--- src/rtl/program_loader_if.sv ---
// program_loader_if: byte stream handshake between a source and the loader
interface program_loader_if;
    logic       in_valid;
    logic [7:0] in_data;
    logic       in_ready;

    modport master (output in_valid, output in_data, input in_ready);
    modport slave  (input in_valid, input in_data, output in_ready);
endinterface

--- src/rtl/program_loader.sv ---
// program_loader: turns a framed byte stream into 32-bit memory writes, holding the CPU in reset until loaded
module program_loader #(
    parameter int ADDR_W    = 12,
    parameter int DEPTH     = 4096,
    parameter int BASE_ADDR = 0
) (
    input  logic              clock,
    input  logic              reset,
    program_loader_if.slave   in_if,
    output logic [ADDR_W-1:0] mem_address,
    output logic [31:0]       mem_data,
    output logic              mem_wren,
    output logic              hold_cpu,
    output logic              done,
    output logic              error
);
    typedef enum logic [2:0] {HDR_LO, HDR_HI, DATA, WRITE, DONE, ERR} state_t;

    localparam logic [ADDR_W-1:0] BASE_A  = ADDR_W'(BASE_ADDR);
    localparam logic [12:0]       DEPTH_C = 13'(DEPTH);

    state_t              state_q, state_d;
    logic [7:0]          hdr_lo_q, hdr_lo_d;
    logic [12:0]         count_q, count_d;
    logic [12:0]         word_idx_q, word_idx_d;
    logic [1:0]          byte_idx_q, byte_idx_d;
    logic [23:0]         word_q, word_d;
    logic [ADDR_W-1:0]   mem_address_q, mem_address_d;
    logic [31:0]         mem_data_q, mem_data_d;
    logic                mem_wren_q, mem_wren_d;
    logic                hold_cpu_q, hold_cpu_d;
    logic                done_q, done_d;
    logic                error_q, error_d;
    logic                accept;
    logic [12:0]         hdr_count;

    assign in_if.in_ready = (state_q == HDR_LO) || (state_q == HDR_HI) || (state_q == DATA);
    assign accept         = in_if.in_valid && in_if.in_ready;
    assign hdr_count      = {in_if.in_data[4:0], hdr_lo_q};

    assign mem_address = mem_address_q;
    assign mem_data    = mem_data_q;
    assign mem_wren    = mem_wren_q;
    assign hold_cpu    = hold_cpu_q;
    assign done        = done_q;
    assign error       = error_q;

    // Frame parser: header capture, word assembly (first byte lands in the low lane), write issue
    always_comb begin
        state_d       = state_q;
        hdr_lo_d      = hdr_lo_q;
        count_d       = count_q;
        word_idx_d    = word_idx_q;
        byte_idx_d    = byte_idx_q;
        word_d        = word_q;
        mem_address_d = mem_address_q;
        mem_data_d    = mem_data_q;
        mem_wren_d    = 1'b0;
        hold_cpu_d    = hold_cpu_q;
        done_d        = done_q;
        error_d       = error_q;
        case (state_q)
            HDR_LO: if (accept) begin
                hdr_lo_d = in_if.in_data;
                state_d  = HDR_HI;
            end
            HDR_HI: if (accept) begin
                count_d = hdr_count;
                error_d = (hdr_count == 13'd0) || (hdr_count > DEPTH_C);
                state_d = error_d ? ERR : DATA;
            end
            DATA: if (accept) begin
                word_d     = {in_if.in_data, word_q[23:8]};
                byte_idx_d = byte_idx_q + 2'd1;
                if (byte_idx_q == 2'd3) begin
                    mem_data_d    = {in_if.in_data, word_q};
                    mem_address_d = BASE_A + ADDR_W'(word_idx_q);
                    mem_wren_d    = 1'b1;
                    state_d       = WRITE;
                end
            end
            WRITE: begin
                word_idx_d = word_idx_q + 13'd1;
                if (word_idx_d == count_q) begin
                    state_d    = DONE;
                    done_d     = 1'b1;
                    hold_cpu_d = 1'b0;
                end else begin
                    state_d = DATA;
                end
            end
            default: ;
        endcase
    end

    // State and registered outputs; reset discards any partial frame
    always_ff @(posedge clock or negedge reset) begin
        if (!reset) begin
            state_q       <= HDR_LO;
            hdr_lo_q      <= '0;
            count_q       <= '0;
            word_idx_q    <= '0;
            byte_idx_q    <= '0;
            word_q        <= '0;
            mem_address_q <= BASE_A;
            mem_data_q    <= '0;
            mem_wren_q    <= 1'b0;
            hold_cpu_q    <= 1'b1;
            done_q        <= 1'b0;
            error_q       <= 1'b0;
        end else begin
            state_q       <= state_d;
            hdr_lo_q      <= hdr_lo_d;
            count_q       <= count_d;
            word_idx_q    <= word_idx_d;
            byte_idx_q    <= byte_idx_d;
            word_q        <= word_d;
            mem_address_q <= mem_address_d;
            mem_data_q    <= mem_data_d;
            mem_wren_q    <= mem_wren_d;
            hold_cpu_q    <= hold_cpu_d;
            done_q        <= done_d;
            error_q       <= error_d;
        end
    end
endmodule

--- src/flat_wrapper.sv ---
// flat-port wrapper written by rule: the top's interface ports become plain ports
module program_loader_flat 
#(
    parameter int ADDR_W    = 12,
    parameter int DEPTH     = 4096,
    parameter int BASE_ADDR = 0
)
  (clock, reset, mem_address, mem_data, mem_wren, hold_cpu, done, error, in_if_in_valid, in_if_in_data, in_if_in_ready);
  program_loader_if in_if_i ();
  input  logic clock;
  input  logic reset;
  output logic [ADDR_W-1:0] mem_address;
  output logic [31:0] mem_data;
  output logic mem_wren;
  output logic hold_cpu;
  output logic done;
  output logic error;
  input wire logic [$bits(in_if_i.in_valid)-1:0] in_if_in_valid;
  input wire logic [$bits(in_if_i.in_data)-1:0] in_if_in_data;
  output wire logic [$bits(in_if_i.in_ready)-1:0] in_if_in_ready;
  assign in_if_i.in_valid = in_if_in_valid;
  assign in_if_i.in_data = in_if_in_data;
  assign in_if_in_ready = in_if_i.in_ready;
  program_loader #(.ADDR_W(ADDR_W), .DEPTH(DEPTH), .BASE_ADDR(BASE_ADDR)) u_core (.clock(clock), .reset(reset), .in_if(in_if_i), .mem_address(mem_address), .mem_data(mem_data), .mem_wren(mem_wren), .hold_cpu(hold_cpu), .done(done), .error(error));
endmodule
--- config.mk ---
export PLATFORM = sky130hd
export DESIGN_NAME = program_loader_flat
export DESIGN_NICKNAME = d
export VERILOG_FILES = /design/src/rtl/program_loader_if.sv /design/src/rtl/program_loader.sv /design/src/flat_wrapper.sv
export SDC_FILE = /design/constraint.sdc
export NUM_CORES = 1
export LEC_CHECK = 0
export CAP_MARGIN = 10
export CORE_UTILIZATION = 59
export DETAILED_ROUTE_END_ITERATION = 12
export GPL_TIMING_DRIVEN = 0
export PLACE_DENSITY_LB_ADDON = 0.12
export SLEW_MARGIN = 10
export SYNTH_ARGS = -nofsm -noshare
export SYNTH_HDL_FRONTEND = slang
export SYNTH_SLANG_ARGS = --single-unit
--- constraint.sdc ---
create_clock -name clock -period 3.2 [get_ports clock]
set_clock_uncertainty 0.1 [all_clocks]
set_input_delay 0.64 -clock clock [delete_from_list [all_inputs] [get_ports clock]]
set_output_delay 0.64 -clock clock [all_outputs]
set_load 0.01 [all_outputs]
==> metrics.md <==
| Metric | Value |
|---|---|
| Post-Syn Area | `4730 sq um` |
| Die ar. | `8390 sq um` |
| RSZ-0062 raised after global routing | `no` |
| Worst Hold Path EP | `u_core.done$_DFFE_PN0P_` |
| Post-synth top area share | `0.582` |
| Area taken by multi-input logic gates | `1810 sq um` |
| Tmin final | `2440 ps` |
| Worst reg2reg path startpoint | `u_core.word_idx_q[0]$_DFFE_PN0N_` |
| Die width | `91.6 um` |
| P_int | `1730 uW` |
| Crit end category | `flip-flop` |
| GRT overflow | `0` |
| H-tree depth | `3` |
| Worst Setup Start Kind | `input pin` |
| N_diodes | `0` |
| Fillers | `502` |
| Reg area | `2780 sq um` |
| Gate power share | `0.024` |
| Post-DP HPWL | `5960 um` |
| GR Layer Usage met1 | `0.326` |
| Maximum VDD drop | `290 uV` |
| Tightest Pin Transition | `738 ps` |
| CTS root buf | `clkbuf_8` |
| YS warnings | `0` |
| Post-route insts no fill | `519` |
| Min-Delay Path Class | `flip-flop to flip-flop` |
| Grt met2 use | `0.336` |
| Inserted Clock Buffers | `9` |
| Finish-stage setup viols | `0` |
| Vias per Instance | `5.60` |
| Antenna violations before repair | `0` |
| Share of cells above drive strength 1 | `0.317` |
| Grt met3 use | `0.0369` |
| WHS Path Cells | `1` |
| Synth Instances | `340` |
| Rows | `32` |
| Post-synthesis cell type count | `40` |
| DR pass1 iterations | `4` |
| Top-count cell post-synth | `dfrtp_1` |
| Final Net Count | `425` |
| Kind of critical path | `input pin to flip-flop` |
| Max-Cap Viols | `0` |
| Slew Limit Fails | `0` |
| Crit share post-route | `0.762` |
| Initial DRC count | `129` |
| Ys flop type | `dfrtp_1` |
| WL final | `8650 um` |
| Postcts setup bufs | `0` |
| Max Clock Freq | `410 MHz` |
| Initial Util | `0.613` |
| Reg2Reg Setup Slack | `990 ps` |
| Most area-hungry cell type in the Yosys netlist | `dfrtp_1` |
| Seq/Total Area, Yosys | `0.587` |
| Gr busiest metal | `met2` |
| Pwr per Cell Area | `400 nW/um^2` |
| Req. time, crit path | `3360 ps` |
| Number of synthesized flops with an enable pin | `0` |
| Asr flop ratio synth | `1.00` |
| WL/cell | `16.7 um` |
| Total GRT Usage | `0.223` |
| Rel. slew slack | `0.505` |
| Avg Cell Area, Syn | `13.9 sq um` |
| Clock transition at path regs | `100 ps` |
| Number of global-route vias before repair | `2839` |
| Core Box Area | `7730 sq um` |
| Clock Sinks | `111` |
| Die Span Y | `91.6 um` |
| Reg2reg end | `u_core.state_q[2]$_DFFE_PN0P_` |
| Synth area leaders | `dfrtp_1, mux2_2, xnor2_1` |
| Switch share | `0.241` |
| Clock power share | `0.360` |
| Leakage | `0.00278 uW` |
| Seq pwr share | `0.616` |
| Synthesized flop and latch total | `111` |
| Final hold violations | `0` |
| Syn_nets | `353` |
| P_sw | `548 uW` |
| Hold Path Origin | `u_core.done$_DFFE_PN0P_` |
| Drt drc | `0` |
| Final worst slack | `762 ps` |
| Commonest cells in the synthesized netlist | `dfrtp_1, mux2_2, xnor2_1` |
| Clock tree buffer depth | `2` |
| Routability cong. | `0.810` |
| Num ports | `60` |
| CP arrival | `2600 ps` |
| TNS Setup | `0 ps` |
| Post-CTS Resized | `0` |
| Antenna-violating nets left | `0` |
| Placed insts | `502` |
| CTS tree | `yes` |
| CP Max Fanout | `10` |
| Register-to-Register Path Depth | `8` |
| Power Total | `2270 uW` |
| Final Util | `0.736` |
| Port buffer count | `59` |
| Setup WS pre-CTS | `384 ps` |
| Largest net degree at the start of global routing | `95` |
| Run status | `completed` |
| Area grow syn2layout | `20.1%` |
| Clk_lat worst skew | `380 ps` |
| First-pass GRT wire length | `14300 um` |
| Vias | `2906` |
[power groups by stage]
stage	logic [uW]	clock network [uW]	registers, uW
finish	54.5	818	1400
detailed placement	55.1	0	1430
global placement	50.3	0	1430
floorplan	2.83	0	1430
CTS	56.3	836	1400
global route	62.7	883	1400
[area by class of cell]
cell class              count  share of cell area
clock inverters             7              0.0123
repair buffers             61               0.111
flip-flops and latches    111               0.489
well taps                 102              0.0225
inverters                   4             0.00264
plain buffers              20              0.0231
clock buffers               9              0.0218
multi-input cells         205               0.318
[how the worst max path moves through the flow]
stage	from	to	depth (start not counted)
global route	in_if_in_valid	u_core.mem_address[3]$_DFFE_PN0P_	7
CTS	in_if_in_valid	u_core.mem_address[3]$_DFFE_PN0P_	7
global placement	reset	u_core.mem_data[23]$_DFFE_PN0P_	1
detailed placement	in_if_in_valid	u_core.mem_address[3]$_DFFE_PN0P_	7
finish	in_if_in_valid	u_core.mem_address[3]$_DFFE_PN0P_	7
floorplan	in_if_in_valid	u_core.mem_address[10]$_DFFE_PN0P_	6
[sequential cells by signal, summed over array words and instances, names as in the netlist]
name                flops
u_core.count_q         13
u_core.mem_address     12
u_core.byte_idx_q       2
u_core.hdr_lo_q         8
u_core.word_idx_q      13
u_core.state_q          3
u_core.mem_data        32
u_core.word_q          24
u_core.mem_wren         1
u_core.hold_cpu         1
u_core.error            1
u_core.done             1
[what timing repair did]
item                                    CTS  global route
hold buffers                              1             0
endpoints found under the setup margin    0             0
endpoints found under the hold margin    16             0
[cells in the final DEF, fill, tap and decap left out, types with 2 or more instances in the layout]
master / count
dfrtp_1: 110
mux2_2: 91
clkdlybuf4s50_1: 58
xnor2_1: 18
buf_2: 13
nand2_1: 12
xor2_1: 12
clkbuf_8: 11
nand3_1: 9
nor2_1: 8
nor4_1: 7
nand4_1: 7
a21oi_1: 6
nor3b_1: 5
inv_1: 4
o21ai_0: 4
inv_6: 3
and3_1: 2
clkbuf_1: 2
buf_6: 2
a31oi_1: 2
nand2b_1: 2
o311ai_0: 2
nor2b_1: 2
ha_1: 2
inv_8: 2
[through the flow]
step                      hold WS, ps  area [sq um]
after floorplan                   244          4730
after global routing              404          5680
after detailed placement          351          5480
after global placement            348          5450
after CTS                         380          5680
final                             375          5680
[worst max-delay path, stage by stage]
cell and delay [ps]:
clkdlybuf4s50_1 520, nand2_1 140, nor3b_1 200, buf_2 270, nand2_2 220, buf_2 290, mux2_2 310
[logic make-up after synthesis]
family | synth area share
flip-flops | 0.587
multiplexers | 0.219
AND/OR/NAND/NOR | 0.0693
XOR/XNOR | 0.0605
buffers and inverters | 0.0309
AO/OA/AOI/OAI | 0.0283
adder cells (fa/ha/maj) | 0.00529
[per-layer routing]
layer | up-vias | share of wire
met2 | 67 | 0.46
met3 | 12 | 0.037
met4 | 0 | 0.017
met5 | - | 0
met1 | 1477 | 0.49
li1 | 1350 | -
Power figures use the tool's default switching activity.
